--- config.mk ---
export PLATFORM = sky130hd
export DESIGN_NAME = instruction_fetch_flat
export DESIGN_NICKNAME = d
export VERILOG_FILES = /design/src/rtl/instruction_fetch_pkg.sv /design/src/rtl/instruction_fetch_if.sv /design/src/rtl/instruction_fetch.sv /design/src/flat_wrapper.sv
export SDC_FILE = /design/constraint.sdc
export NUM_CORES = 1
export LEC_CHECK = 0
export ABC_AREA = 1
export CAP_MARGIN = 20
export CORE_MARGIN = 3
export CORE_UTILIZATION = 62
export CTS_CLUSTER_SIZE = 12
export DETAILED_ROUTE_END_ITERATION = 8
export DONT_BUFFER_PORTS = 1
export GPL_TIMING_DRIVEN = 0
export PLACE_DENSITY = 0.79
export SYNTH_ARGS = -nofsm -noshare
export SYNTH_HDL_FRONTEND = slang
export SYNTH_SLANG_ARGS = --single-unit
export TNS_END_PERCENT = 20
--- constraint.sdc ---
create_clock -name clk -period 1.3 [get_ports clk]
set_input_delay 0.13 -clock clk [delete_from_list [all_inputs] [get_ports clk]]
set_output_delay 0.13 -clock clk [all_outputs]
set_load 0.01 [all_outputs]
--- src/rtl/instruction_fetch_pkg.sv ---
// Shared types and constants for the mincore instruction fetch stage.
package instruction_fetch_pkg;

  localparam int MEMORY_ADDR_W = 32;
  localparam int INST_W        = 32;

  typedef enum logic [2:0] {
    FETCH_REQ   = 3'd0,
    FETCH_WAIT  = 3'd1,
    FETCH_HOLD  = 3'd2,
    FETCH_EXEC  = 3'd3,
    FETCH_FAULT = 3'd4
  } fetch_state_e;

  // Instructions are word aligned; only the two low PC bits decide alignment.
  function automatic logic is_aligned(input logic [1:0] lowBits);
    return lowBits == 2'b00;
  endfunction

endpackage

--- src/rtl/instruction_fetch_if.sv ---
// Signal bundle between the fetch stage, instruction memory, decode and control.
interface instruction_fetch_if import instruction_fetch_pkg::*; ();

  logic [MEMORY_ADDR_W-1:0] next_pc;
  logic                     pc_update;
  logic [MEMORY_ADDR_W-1:0] pc;

  logic                     imem_req_valid;
  logic                     imem_req_ready;
  logic [MEMORY_ADDR_W-1:0] imem_addr;
  logic                     imem_rsp_valid;
  logic [INST_W-1:0]        imem_rsp_data;

  logic                     inst_valid;
  logic                     inst_ready;
  logic [INST_W-1:0]        inst;
  logic [MEMORY_ADDR_W-1:0] inst_pc;
  logic                     fetch_fault;

  // The fetch stage itself.
  modport master (
    input  next_pc, pc_update, imem_req_ready, imem_rsp_valid, imem_rsp_data, inst_ready,
    output pc, imem_req_valid, imem_addr, inst_valid, inst, inst_pc, fetch_fault
  );

  // Everything around the fetch stage: memory, decode, control and the PC mux.
  modport slave (
    output next_pc, pc_update, imem_req_ready, imem_rsp_valid, imem_rsp_data, inst_ready,
    input  pc, imem_req_valid, imem_addr, inst_valid, inst, inst_pc, fetch_fault
  );

endinterface

--- src/rtl/instruction_fetch.sv ---
// Instruction fetch stage: owns the architectural PC, issues one memory read per
// instruction, holds the fetched word for decode and waits for control to commit
// the next PC.
module instruction_fetch import instruction_fetch_pkg::*; #(
  parameter logic [MEMORY_ADDR_W-1:0] RESET_PC = '0
) (
  input  logic                 clk,
  input  logic                 rst_n,
  instruction_fetch_if.master  bus
);

  fetch_state_e             state_q, state_d;
  logic [MEMORY_ADDR_W-1:0] pc_q, pc_d;
  logic [INST_W-1:0]        inst_q, inst_d;
  logic [MEMORY_ADDR_W-1:0] instPc_q, instPc_d;

  // All outputs are decoded from registered state only, so the request valid never
  // depends on ready and the address cannot move while a request is pending.
  assign bus.pc             = pc_q;
  assign bus.imem_addr      = pc_q;
  assign bus.imem_req_valid = (state_q == FETCH_REQ) && is_aligned(pc_q[1:0]);
  assign bus.inst_valid     = (state_q == FETCH_HOLD);
  assign bus.inst           = inst_q;
  assign bus.inst_pc        = instPc_q;
  assign bus.fetch_fault    = (state_q == FETCH_FAULT);

  // State, PC and instruction holding registers with synchronous reset.
  always_ff @(posedge clk) begin
    if (!rst_n) begin
      state_q  <= FETCH_REQ;
      pc_q     <= RESET_PC;
      inst_q   <= '0;
      instPc_q <= '0;
    end else begin
      state_q  <= state_d;
      pc_q     <= pc_d;
      inst_q   <= inst_d;
      instPc_q <= instPc_d;
    end
  end

  // Walk one instruction through request, response, decode hand-off and commit.
  always_comb begin
    state_d  = state_q;
    pc_d     = pc_q;
    inst_d   = inst_q;
    instPc_d = instPc_q;
    unique case (state_q)
      FETCH_REQ: begin
        if (!is_aligned(pc_q[1:0])) begin
          state_d = FETCH_FAULT;
        end else if (bus.imem_req_ready) begin
          state_d = FETCH_WAIT;
        end
      end
      FETCH_WAIT: begin
        if (bus.imem_rsp_valid) begin
          inst_d   = bus.imem_rsp_data;
          instPc_d = pc_q;
          state_d  = FETCH_HOLD;
        end
      end
      FETCH_HOLD: begin
        if (bus.inst_ready) begin
          state_d = FETCH_EXEC;
        end
      end
      FETCH_EXEC, FETCH_FAULT: begin
        if (bus.pc_update) begin
          pc_d    = bus.next_pc;
          state_d = FETCH_REQ;
        end
      end
      default: begin
        state_d = FETCH_REQ;
      end
    endcase
  end

  // A commit is only meaningful once the current instruction has been handed off.
  ignoredCommit: assert property (@(posedge clk) disable iff (!rst_n)
      bus.pc_update |-> (state_q == FETCH_EXEC || state_q == FETCH_FAULT))
    else $warning("instruction_fetch: pc_update ignored in state %s", state_q.name());

  // A response with no read outstanding is dropped.
  strayResponse: assert property (@(posedge clk) disable iff (!rst_n)
      bus.imem_rsp_valid |-> (state_q == FETCH_WAIT))
    else $warning("instruction_fetch: imem_rsp_valid ignored in state %s", state_q.name());

endmodule
--- src/flat_wrapper.sv ---
// flat-port wrapper written by rule: the top's interface ports become plain ports
module instruction_fetch_flat import instruction_fetch_pkg::*;
#(
  parameter logic [MEMORY_ADDR_W-1:0] RESET_PC = '0
)
  (clk, rst_n, bus_next_pc, bus_pc_update, bus_imem_req_ready, bus_imem_rsp_valid, bus_imem_rsp_data, bus_inst_ready, bus_pc, bus_imem_req_valid, bus_imem_addr, bus_inst_valid, bus_inst, bus_inst_pc, bus_fetch_fault);
  instruction_fetch_if bus_i ();
  input  logic clk;
  input  logic rst_n;
  input wire logic [$bits(bus_i.next_pc)-1:0] bus_next_pc;
  input wire logic [$bits(bus_i.pc_update)-1:0] bus_pc_update;
  input wire logic [$bits(bus_i.imem_req_ready)-1:0] bus_imem_req_ready;
  input wire logic [$bits(bus_i.imem_rsp_valid)-1:0] bus_imem_rsp_valid;
  input wire logic [$bits(bus_i.imem_rsp_data)-1:0] bus_imem_rsp_data;
  input wire logic [$bits(bus_i.inst_ready)-1:0] bus_inst_ready;
  output wire logic [$bits(bus_i.pc)-1:0] bus_pc;
  output wire logic [$bits(bus_i.imem_req_valid)-1:0] bus_imem_req_valid;
  output wire logic [$bits(bus_i.imem_addr)-1:0] bus_imem_addr;
  output wire logic [$bits(bus_i.inst_valid)-1:0] bus_inst_valid;
  output wire logic [$bits(bus_i.inst)-1:0] bus_inst;
  output wire logic [$bits(bus_i.inst_pc)-1:0] bus_inst_pc;
  output wire logic [$bits(bus_i.fetch_fault)-1:0] bus_fetch_fault;
  assign bus_i.next_pc = bus_next_pc;
  assign bus_i.pc_update = bus_pc_update;
  assign bus_i.imem_req_ready = bus_imem_req_ready;
  assign bus_i.imem_rsp_valid = bus_imem_rsp_valid;
  assign bus_i.imem_rsp_data = bus_imem_rsp_data;
  assign bus_i.inst_ready = bus_inst_ready;
  assign bus_pc = bus_i.pc;
  assign bus_imem_req_valid = bus_i.imem_req_valid;
  assign bus_imem_addr = bus_i.imem_addr;
  assign bus_inst_valid = bus_i.inst_valid;
  assign bus_inst = bus_i.inst;
  assign bus_inst_pc = bus_i.inst_pc;
  assign bus_fetch_fault = bus_i.fetch_fault;
  instruction_fetch #(.RESET_PC(RESET_PC)) u_core (.clk(clk), .rst_n(rst_n), .bus(bus_i));
endmodule
; ---- Word level (Yosys, flattened, before mapping)
; Cells that the tools add are included.
[totals]
register_bits = 99
mem_bits_ro = 0
wordCells = 25
mem_count = 0
mem_bits_rw = 0
latchBits = 0
[classes]
magnitude_cmp = 0
n_shift = 0
n_addsub = 0
mul = 0
bitwise_logic = 0
n_eq_ne = 8
div_mod_pow = 0
reduce_logical = 7
muxes = 6
[ops]
columns = operator, count
row1 = 3-bit 2-to-1 mux, 5
row2 = 3-bit one-hot mux with 4 select lines, 1
row3 = 3-bit by 2-bit equality test with 1-bit output (second input constant), 2
row4 = 2-bit inequality test (second input constant), 3
row5 = 2-bit AND reduction, 2
row6 = 4-bit AND reduction, 1
row7 = 3-bit by 1-bit equality test with 1-bit output (second input constant), 1
row8 = 3-bit equality test (second input constant), 1
row9 = 3-bit zero test, 1
row10 = 3-bit inequality test (second input constant), 1
row11 = 2-bit zero test, 1
row12 = 2-bit OR reduction, 1
row13 = 1-bit logical AND, 1

; ---- Longest topological paths before layout
; Gate-level depths: netlist of run 1.
[depth]
depth_word = 4
mapped_depth = 8
ltp_nobuf = 8

; ---- Worst setup path after synthesis of run 1
; OpenSTA, ideal clock, no wires.
[synth_timing]
kind = reg-to-reg
start = register u_core.state_q[0]
end = register u_core.instPc_q[1] (netlist: u_core.bus.inst_pc[1])
slack_ns = 0.111
period_less_slack_ns = 1.189
path_stages_with_launch = 8
setup_ns = 0.113
arrival_ns = 1.076
path_cell_list = dfxtp_1 inv_2 nor2_2 nand3_2 buf_4 buf_2 o21ai_1 nor2_1
[synth_via]
elab_chain_len = 2
[synth_rtl]
columns = item, line_no
row1 = "start, declared", instruction_fetch.sv:12  ; fetch_state_e state_q, state_d;
row2 = "start signal, assigned", instruction_fetch.sv:35  ; state_q <= state_d;
row3 = 3-bit by 1-bit equality test with 1-bit output, instruction_fetch.sv:48  ; unique case (state_q)
row4 = 2-bit AND reduction (no line), n/a
row5 = "end signal, assigned", instruction_fetch.sv:38  ; instPc_q <= instPc_d;
row6 = "end, declared", instruction_fetch.sv:15  ; logic [MEMORY_ADDR_W-1:0] instPc_q, instPc_d;
; No other way between the ends.
; A chain may end at the register's enable or synchronous reset.

; ---- Final worst setup path of run 1
[layout_timing]
start = register u_core.state_q[2]
end = register u_core.state_q[1]
[layout_via]
elab_chain_len = 4
[layout_rtl]
columns = item, line_no
row1 = 3-bit equality test or 3-bit by 2-bit equality test with 1-bit output (tied branches), instruction_fetch.sv:48
row2 = 2-bit OR reduction, instruction_fetch.sv:48
row3 = 2-bit inequality test (no line), n/a
row4 = 4-bit AND reduction (no line), n/a
; Parallel ways exist; a longest one is shown, timed or not.

==> results.txt, run 1 <==
status = complete, but fails checks
failing checks = setup timing
Post-DP HPWL = 7280 um
vias per cell = 5.87
largest net degree at the start of global routing = 16
yosys warns = 0
dpl cells = 577
CP Data Arrival Time = 1.68 ns
fin nets = 659
Inserted Clock Buffers = 9
switching share of power = 39.4%
clock sinks = 99
CP Max Fanout = 5
Hold Slack = 0.112 ns
worst hold path cell count = 4
count of cell types in the netlist = 18
Gate power share = 33.1%
total die area = 7230 um^2
Tot Pwr = 10.7 mW
multi-input logic area = 1670 um^2
worst setup path class = reg2reg
Post-Route WL = 13200 um
area post-placement = 3970 um^2
fin area = 5260 um^2
Reg clk slew, reported paths = 0.10 ns
number of max-cap violations = 0
FF+latch count, synth = 99
Crit. End Element = register
CTS tree = yes
IO Pins = 201
Syn Area/Cell = 7.72 um^2
Final period util = 109%
Die X = 85.1 um
Reg area = 2000 um^2
vias in the first global route = 3740
Slew HR = 53.0%
drt initial violations = 266
Clk pwr share = 20.9%
post-synth top area share = 51.1%
Worst Clk Skew = 0.0117 ns
cell count of the worst reg-to-reg path = 7
Slew Limit Fails = 0
final-report hold violation count = 0
WL per Instance = 19.7 um
cells after synthesis = 502
Setup Viol. Count Final = 67
DP Worst Slack = -0.0915 ns
first-pass GRT wire length = 18500 um
Clock Tree Root = clkbuf_8
vias after detailed routing = 3927
fin cells = 669
RSZ-0062 raised after global routing = true
Worst EP required = 1.57 ns
register area share after synthesis = 51.1%
Core Area = 5990 um^2
Post-Route Utilization = 87.8%
ant diodes = 0
most common cell after layout, fill and taps aside = nor2_1
Std-Cell Rows = 28
router iterations before antenna repair = 5
Net Sw Power = 4.22 mW
Filler Cells Inserted = 297
worst setup margin = -0.118 ns
Leak = 2.16 nW
CP Launch Type = register
Area growth, synth to finish = 35.7%
top cells by area, synth = dfxtp_1 51%, nor2_1 17%, o21ai_1 12%
final RePlAce weighted congestion = 0.860
port bufs = 0
Fmax = 705 MHz
Reg2Reg Setup Slack = -0.12 ns
register share of total power = 46.1%
post-route minimum period = 1.42 ns
DRC Markers = 0
later-pin clock latency in the skew report = 0.35 ns
total congestion overflow = 0
Mapped Nets = 572
Pint = 6.49 mW
Routed Antenna Nets = 0
Tightest Pin Transition = 0.705 ns
Worst Hold Class = in2reg
Mapped Area = 3870 um^2
Pwr Density = 2040 nW/um^2
share of cells above drive strength 1 = 24.6%
VDD IR max = 0.00138 V
post-synth top area cell = dfxtp_1
setup TNS = -2.37 ns
Starting Density = 64.7%
total global-route track usage = 31.7%
Die H = 85.1 um
initial antenna violation count = 0
Clock Path Buffers = 2
H-tree depth = 3
commonest cells after routing, fill and taps aside = 168 x nor2_1, 94 x dfxtp_1, 64 x dlygate4sd3_1, 49 x o21ai_1, 46 x buf_4
==> worst paths after layout <==
path,startpoint,to
worst min register to register,u_core.bus.inst[25],u_core.bus.inst[25]
worst min-delay path,bus_imem_rsp_valid,u_core.bus.inst_pc[3]
worst max-delay path,u_core.state_q[2],u_core.state_q[1]
worst max register to register,u_core.state_q[2],u_core.state_q[1]
==> power by group through the flow <==
stage / registers, mW / logic, mW / clock network [mW]
after global routing: 5.01 / 3.84 / 2.34
final: 4.94 / 3.54 / 2.24
after global placement: 4.85 / 2.45 / 0
after CTS: 4.84 / 2.96 / 2.21
after detailed placement: 4.86 / 2.54 / 0
after floorplan: 4.62 / 2.16 / 0
==> flip-flops by register name, indices dropped and copies added (netlist names) <==
name / flops
u_core.state_q: 3
u_core.bus.inst_pc: 32
u_core.bus.inst: 32
u_core.bus.imem_addr: 32
==> critical path, stage by stage, from the launching register on <==
cell     delay [ns]
dfxtp_4        0.40
nor2_2         0.22
nand2_2        0.11
nor2_2         0.15
nor2_1         0.10
nand3_1        0.09
nand2_1        0.07
nor2_1         0.18
==> cell type report <==
cell class / instances / area share, %
inverters: 11 / 0.975
flip-flops and latches: 99 / 37.9
well taps: 75 / 1.78
repair buffers: 76 / 14.2
plain buffers: 65 / 9.04
clock buffers: 12 / 2.95
multi-input cells: 327 / 31.7
clock inverters: 4 / 1.38
==> cell usage after synthesis, drive strengths merged <==
master	count
nand3b	1
dfxtp	99
inv	11
nand3	7
nor3	32
nor2	176
clkbuf	12
o21ai	96
nand2	15
buf	53
==> cells by family (layout without fill, tap and decap cells) <==
logic type	Yosys count	in the layout	synth area share (%)
compound gates	96	96	12.4
buf+inv	76	168	12.1
flops	99	99	51.1
simple gates	231	231	24.4
==> timing repair <==
action                     CTS  global route
hold endpoints to repair    64             0
hold buffers                64             0
pin swaps                    4            11
buffers inserted             5             4
setup endpoints to repair   93            97
gates cloned                 3             0
gates resized for setup     39            57
==> metal layers <==
layer,GRT usage [%],vias up,wire length [um]
li1,-,1768,-
met1,35.6,1834,4480
met2,56.5,256,6840
met3,8.16,69,1230
met4,14.0,0,629
met5,0,-,0
Note: power is estimated with default switching activity, not from simulation.
==> run 2, diff against run 1 <==
--- a/config.mk
+++ b/config.mk
@@ -14,6 +14,7 @@
 export DONT_BUFFER_PORTS = 1
 export GPL_TIMING_DRIVEN = 0
 export PLACE_DENSITY = 0.79
+export SETUP_SLACK_MARGIN = 0.02
 export SYNTH_ARGS = -nofsm -noshare
 export SYNTH_HDL_FRONTEND = slang
 export SYNTH_SLANG_ARGS = --single-unit
==> run 2 against run 1 <==
The run still ends with setup timing left. Fmax is 3.2% lower. Combinational power up 4%. Sequential power is essentially flat. First-iteration DRC count is 14% lower. Register-to-register slack lost 0.05 ns. Critical endpoint unchanged.
==> results.txt, run 2 (same netlist as run 1, synthesis figures left out) <==
status = complete, but fails checks
failing checks = setup timing
Tightest Pin Transition = 0.665 ns
Clock Path Buffers = 2
Routed Antenna Nets = 0
Std-Cell Rows = 28
total global-route track usage = 32.1%
Slew HR = 55.7%
Worst Clk Skew = 0.00973 ns
Tot Pwr = 10.9 mW
Die X = 85.1 um
area post-placement = 3970 um^2
share of cells above drive strength 1 = 26.9%
DRC Markers = 0
fin nets = 659
CP max stage delay = 0.40 ns
fin cells = 669
Post-Route Utilization = 89.2%
drt initial violations = 229
fin area = 5340 um^2
CP Data Arrival Time = 1.72 ns
Crit. End Element = register
FF-to-FF End = u_core.state_q[1]
Inserted Clock Buffers = 9
Pwr Density = 2030 nW/um^2
final RePlAce weighted congestion = 0.860
most common cell after layout, fill and taps aside = nor2_1
gr busiest metal = met2
port bufs = 0
vias per cell = 6.05
clock sinks = 99
Leak = 2.20 nW
worst setup path class = reg2reg
register share of total power = 45.6%
later-pin clock latency in the skew report = 0.35 ns
H-tree depth = 3
vias after detailed routing = 4046
first-pass GRT wire length = 18600 um
Reg clk slew, reported paths = 0.10 ns
WL per Instance = 20.5 um
initial antenna violation count = 0
Setup Viol. Count Final = 78
setup TNS = -2.41 ns
total die area = 7230 um^2
RSZ-0062 raised after global routing = true
Net Sw Power = 4.32 mW
Final period util = 113%
CP Launch Type = register
number of max-cap violations = 0
CP Max Fanout = 5
Clock Tree Root = clkbuf_8
worst hold path cell count = 4
Core Area = 5990 um^2
commonest cells after routing, fill and taps aside = 168 x nor2_1, 94 x dfxtp_1, 64 x dlygate4sd3_1, 54 x o21ai_2, 42 x buf_4
met2 Usage GRT = 56.8%
Pint = 6.53 mW
Slew Limit Fails = 0
worst-path cell chain = nor2_2 > nand2_2 > nor2_2 > nor2_1 > nand3_1 > nand2_1 > nor2_1
Worst EP required = 1.56 ns
largest net degree at the start of global routing = 16
final-report hold violation count = 0
Die H = 85.1 um
ant diodes = 0
Worst path slowest cell = dfxtp_4
Worst setup endpoint = u_core.state_q[1]
dpl cells = 577
worst setup margin = -0.165 ns
router iterations before antenna repair = 5
vias in the first global route = 3780
Fmax = 683 MHz
Post-DP HPWL = 7280 um
Reg2Reg Setup Slack = -0.16 ns
cell count of the worst reg-to-reg path = 7
Clk pwr share = 20.6%
Gate power share = 33.8%
total congestion overflow = 0
Worst Hold Class = in2reg
VDD IR max = 0.00132 V
CTS tree = yes
Setup crit start = u_core.state_q[2]
Post-Route WL = 13700 um
post-route minimum period = 1.46 ns
IO Pins = 201
switching share of power = 39.8%
Starting Density = 64.7%
met3 usage in global routing = 8.35%
met1 Resource Use GR = 35.9%
Area growth, synth to finish = 37.9%
worst r2r src = u_core.state_q[2]
## run 2: changes by cell type in the layout (fill, tap and decap cells not counted)
cell / previous run / this run
buf_12: 0 / 1
buf_4: 46 / 42
buf_6: 11 / 13
buf_8: 3 / 4
inv_4: 2 / 1
inv_6: 1 / 2
o21ai_1: 49 / 35
o21ai_2: 40 / 54
## run 2: cell type report
class / instances / area, um^2
flip-flops and latches: 99 / 2000
multi-input cells: 327 / 1720
repair buffers: 76 / 749
fillers: 282 / 648
plain buffers: 65 / 503
clock buffers: 12 / 155
well taps: 75 / 93.8
clock inverters: 4 / 72.6
inverters: 11 / 53.8
## run 2: worst min-delay path by stage
| stage | start | endpoint | slack (ns) |
|---|---|---|---|
| after CTS | bus_pc_update | u_core.bus.imem_addr[0] | 0.10 |
| after global placement | bus_next_pc[31] | u_core.bus.imem_addr[31] | 0.28 |
| final | bus_imem_rsp_valid | u_core.bus.inst_pc[3] | 0.11 |
| after detailed placement | bus_next_pc[1] | u_core.bus.imem_addr[1] | 0.28 |
| after floorplan | bus_next_pc[0] | u_core.bus.imem_addr[0] | 0.27 |
| after global routing | bus_imem_rsp_valid | u_core.bus.inst_pc[31] | 0.10 |
## run 2: power by group through the flow
stage / logic, mW / clock network [mW] / registers [mW]
2_1_floorplan: 2.16 / 0 / 4.62
3_3_place_gp: 2.45 / 0 / 4.85
3_5_place_dp: 2.54 / 0 / 4.86
4_1_cts: 2.97 / 2.21 / 4.84
5_1_grt: 3.96 / 2.34 / 5.02
6_report: 3.67 / 2.23 / 4.95
## run 2: layer usage
metal	wire [um]	up-vias
li1	-	1765
met1	4590	1902
met2	7140	308
met3	1350	71
met4	629	0
met5	0	-
## run 2: critical path, delay by kind of cell, from the launching register on
kind | cells | cell delay, ns
flip-flops | 1 | 0.40
AND/OR/NAND/NOR | 7 | 0.96
## run 2: timing repair
action | CTS | global route
setup buffers | 5 | 4
endpoints found under the hold margin | 64 | 0
gates cloned | 3 | 0
endpoints found under the setup margin | 95 | 97
hold buffers | 64 | 0
resized for setup | 42 | 76
pin swaps | 4 | 12
## run 2: metrics by stage
stage                     setup WS (ns)  hold slack (ns)
after floorplan                   0.111            0.272
after global placement          -0.0556            0.275
after detailed placement        -0.0915            0.281
after CTS                       -0.0251            0.102
after global routing             -0.263            0.105
final                            -0.165            0.110
==> run 3, diff against run 2 <==
--- a/config.mk
+++ b/config.mk
@@ -13,7 +13,7 @@
 export DETAILED_ROUTE_END_ITERATION = 8
 export DONT_BUFFER_PORTS = 1
 export GPL_TIMING_DRIVEN = 0
-export PLACE_DENSITY = 0.79
+export PLACE_DENSITY = 0.83
 export SETUP_SLACK_MARGIN = 0.02
 export SYNTH_ARGS = -nofsm -noshare
 export SYNTH_HDL_FRONTEND = slang
==> run 3 against run 2 <==
The run still ends with setup timing left. Largest cell class unchanged. Clock skew up 0.00075 ns. Sequential cell count unchanged. Power fell by 3.6%. Die area stayed put. Critical endpoint is now u_core.bus.inst_pc[9]. Non-clock buffer count increased by 1. Sequential share of layout area up 0.56 points. Via count down 0.59%. Highest routed layer unchanged.
==> results.txt, run 3 (same netlist as run 1, synthesis figures left out) <==
vias per cell = 6.00
CTS tree = yes
Clock Path Buffers = 2
register share of total power = 47.5%
fin nets = 660
Leak = 2.17 nW
CP Max Fanout = 10
Slew Limit Fails = 0
Clk pwr share = 17.5%
share of cells above drive strength 1 = 25.7%
Core Area = 5990 um^2
DP Worst Slack = -0.0942 ns
port bufs = 0
final RePlAce weighted congestion = 0.850
Pint = 6.11 mW
Setup Viol. Count Final = 46
Fmax = 718 MHz
fin cells = 670
ant diodes = 0
total global-route track usage = 33.6%
clock sinks = 99
final-report hold violation count = 0
Die H = 85.1 um
WL per Instance = 20.9 um
Clock Tree Root = clkbuf_8
vias after detailed routing = 4022
router iterations before antenna repair = 5
cell count of the worst reg-to-reg path = 7
Net Sw Power = 4.36 mW
Slew HR = 56.3%
initial antenna violation count = 0
Final period util = 107%
CP Launch Type = register
DRC Markers = 0
IO Pins = 201
Worst Hold End = u_core.bus.inst_pc[3]
Inserted Clock Buffers = 9
RSZ-0062 raised after global routing = true
Die X = 85.1 um
total die area = 7230 um^2
Crit. End Element = register
CP Data Arrival Time = 1.65 ns
Pwr Density = 1990 nW/um^2
dpl cells = 577
hold path startpoint = bus_imem_rsp_valid
failing checks = setup timing
post-route minimum period = 1.39 ns
Post-DP HPWL = 7220 um
most common cell after layout, fill and taps aside = nor2_1
largest net degree at the start of global routing = 17
worst setup margin = -0.0930 ns
drt initial violations = 243
worst hold path cell count = 4
worst setup path class = reg2reg
worst r2r src = u_core.state_q[0]
Worst EP required = 1.56 ns
Tightest Pin Transition = 0.655 ns
Worst Clk Skew = 0.0105 ns
switching share of power = 41.7%
VDD IR max = 0.00148 V
Worst Hold Class = in2reg
setup TNS = -1.36 ns
later-pin clock latency in the skew report = 0.36 ns
total congestion overflow = 0
FF-to-FF End = u_core.bus.inst_pc[9]
vias in the first global route = 3736
Starting Density = 64.7%
status = complete, but fails checks
Post-Route WL = 14000 um
Gate power share = 35.1%
Hold Slack = 0.0935 ns
Reg clk slew, reported paths = 0.10 ns
Area growth, synth to finish = 35.8%
H-tree depth = 3
number of max-cap violations = 0
commonest cells after routing, fill and taps aside = 168 x nor2_1, 94 x dfxtp_1, 64 x dlygate4sd3_1, 53 x o21ai_1, 44 x buf_4
Reg2Reg Setup Slack = -0.09 ns
Std-Cell Rows = 28
first-pass GRT wire length = 19100 um
Routed Antenna Nets = 0
==> run 3: worst max-delay path by stage <==
stage          slack, ns              start                      end
2_1_floorplan       0.11  u_core.state_q[0]    u_core.bus.inst_pc[1]
3_3_place_gp       -0.04  u_core.state_q[0]       u_core.bus.inst[5]
3_5_place_dp       -0.09  u_core.state_q[0]      u_core.bus.inst[28]
4_1_cts           -0.002  u_core.state_q[2]       bus_imem_req_valid
5_1_grt            -0.14  u_core.state_q[0]  u_core.bus.imem_addr[9]
6_report           -0.09  u_core.state_q[0]    u_core.bus.inst_pc[9]
==> run 3: routing by layer <==
layer / routed length [um] / vias to the layer above / GRT usage, %
met4: 637 / 0 / 15.7
met5: 0 / - / 0
met2: 7120 / 299 / 60.6
met3: 1440 / 69 / 9.22
met1: 4790 / 1886 / 36.0
li1: - / 1768 / -
==> run 3: through the flow <==
| stage | power, mW | util, % | cell area [um^2] |
|---|---|---|---|
| detailed placement | 7.40 | 66.2 | 3970 |
| global placement | 7.28 | 66.2 | 3970 |
| global route | 10.9 | 87.9 | 5260 |
| CTS | 9.71 | 84.2 | 5040 |
| floorplan | 6.78 | - | 3870 |
| finish | 10.5 | 87.9 | 5260 |
==> run 3: layout make-up <==
type                            count  area, um^2
Buffer                             65         468
Clock buffer                       11         141
Clock inverter                      5        38.8
Fill cell                         280         727
Inverter                           11        51.3
Multi-Input combinational cell    327        1700
Sequential cell                    99        2000
Tap cell                           75        93.8
Timing Repair Buffer               77         773
==> run 3: timing repair <==
item / CTS / global route
gates cloned: 4 / 0
gates resized for setup: 51 / 54
endpoints found under the setup margin: 93 / 97
setup buffers: 8 / 1
endpoints found under the hold margin: 64 / 0
hold buffers: 64 / 0
pin swaps: 7 / 18
==> run 3: power groups by stage <==
stage / sequential (mW) / clock, mW / combinational [mW]
2_1_floorplan: 4.62 / 0 / 2.16
3_3_place_gp: 4.84 / 0 / 2.44
3_5_place_dp: 4.87 / 0 / 2.52
4_1_cts: 4.84 / 1.82 / 3.05
5_1_grt: 5.03 / 1.93 / 3.95
6_report: 4.97 / 1.83 / 3.67
==> run 3: worst max-delay path, cell delays in order, from the launching register on <==
cell     delay [ns]
dfxtp_4        0.42
inv_4          0.06
nor2_4         0.12
nand3_4        0.12
buf_6          0.16
buf_6          0.15
o21ai_1        0.19
nor2_1         0.07
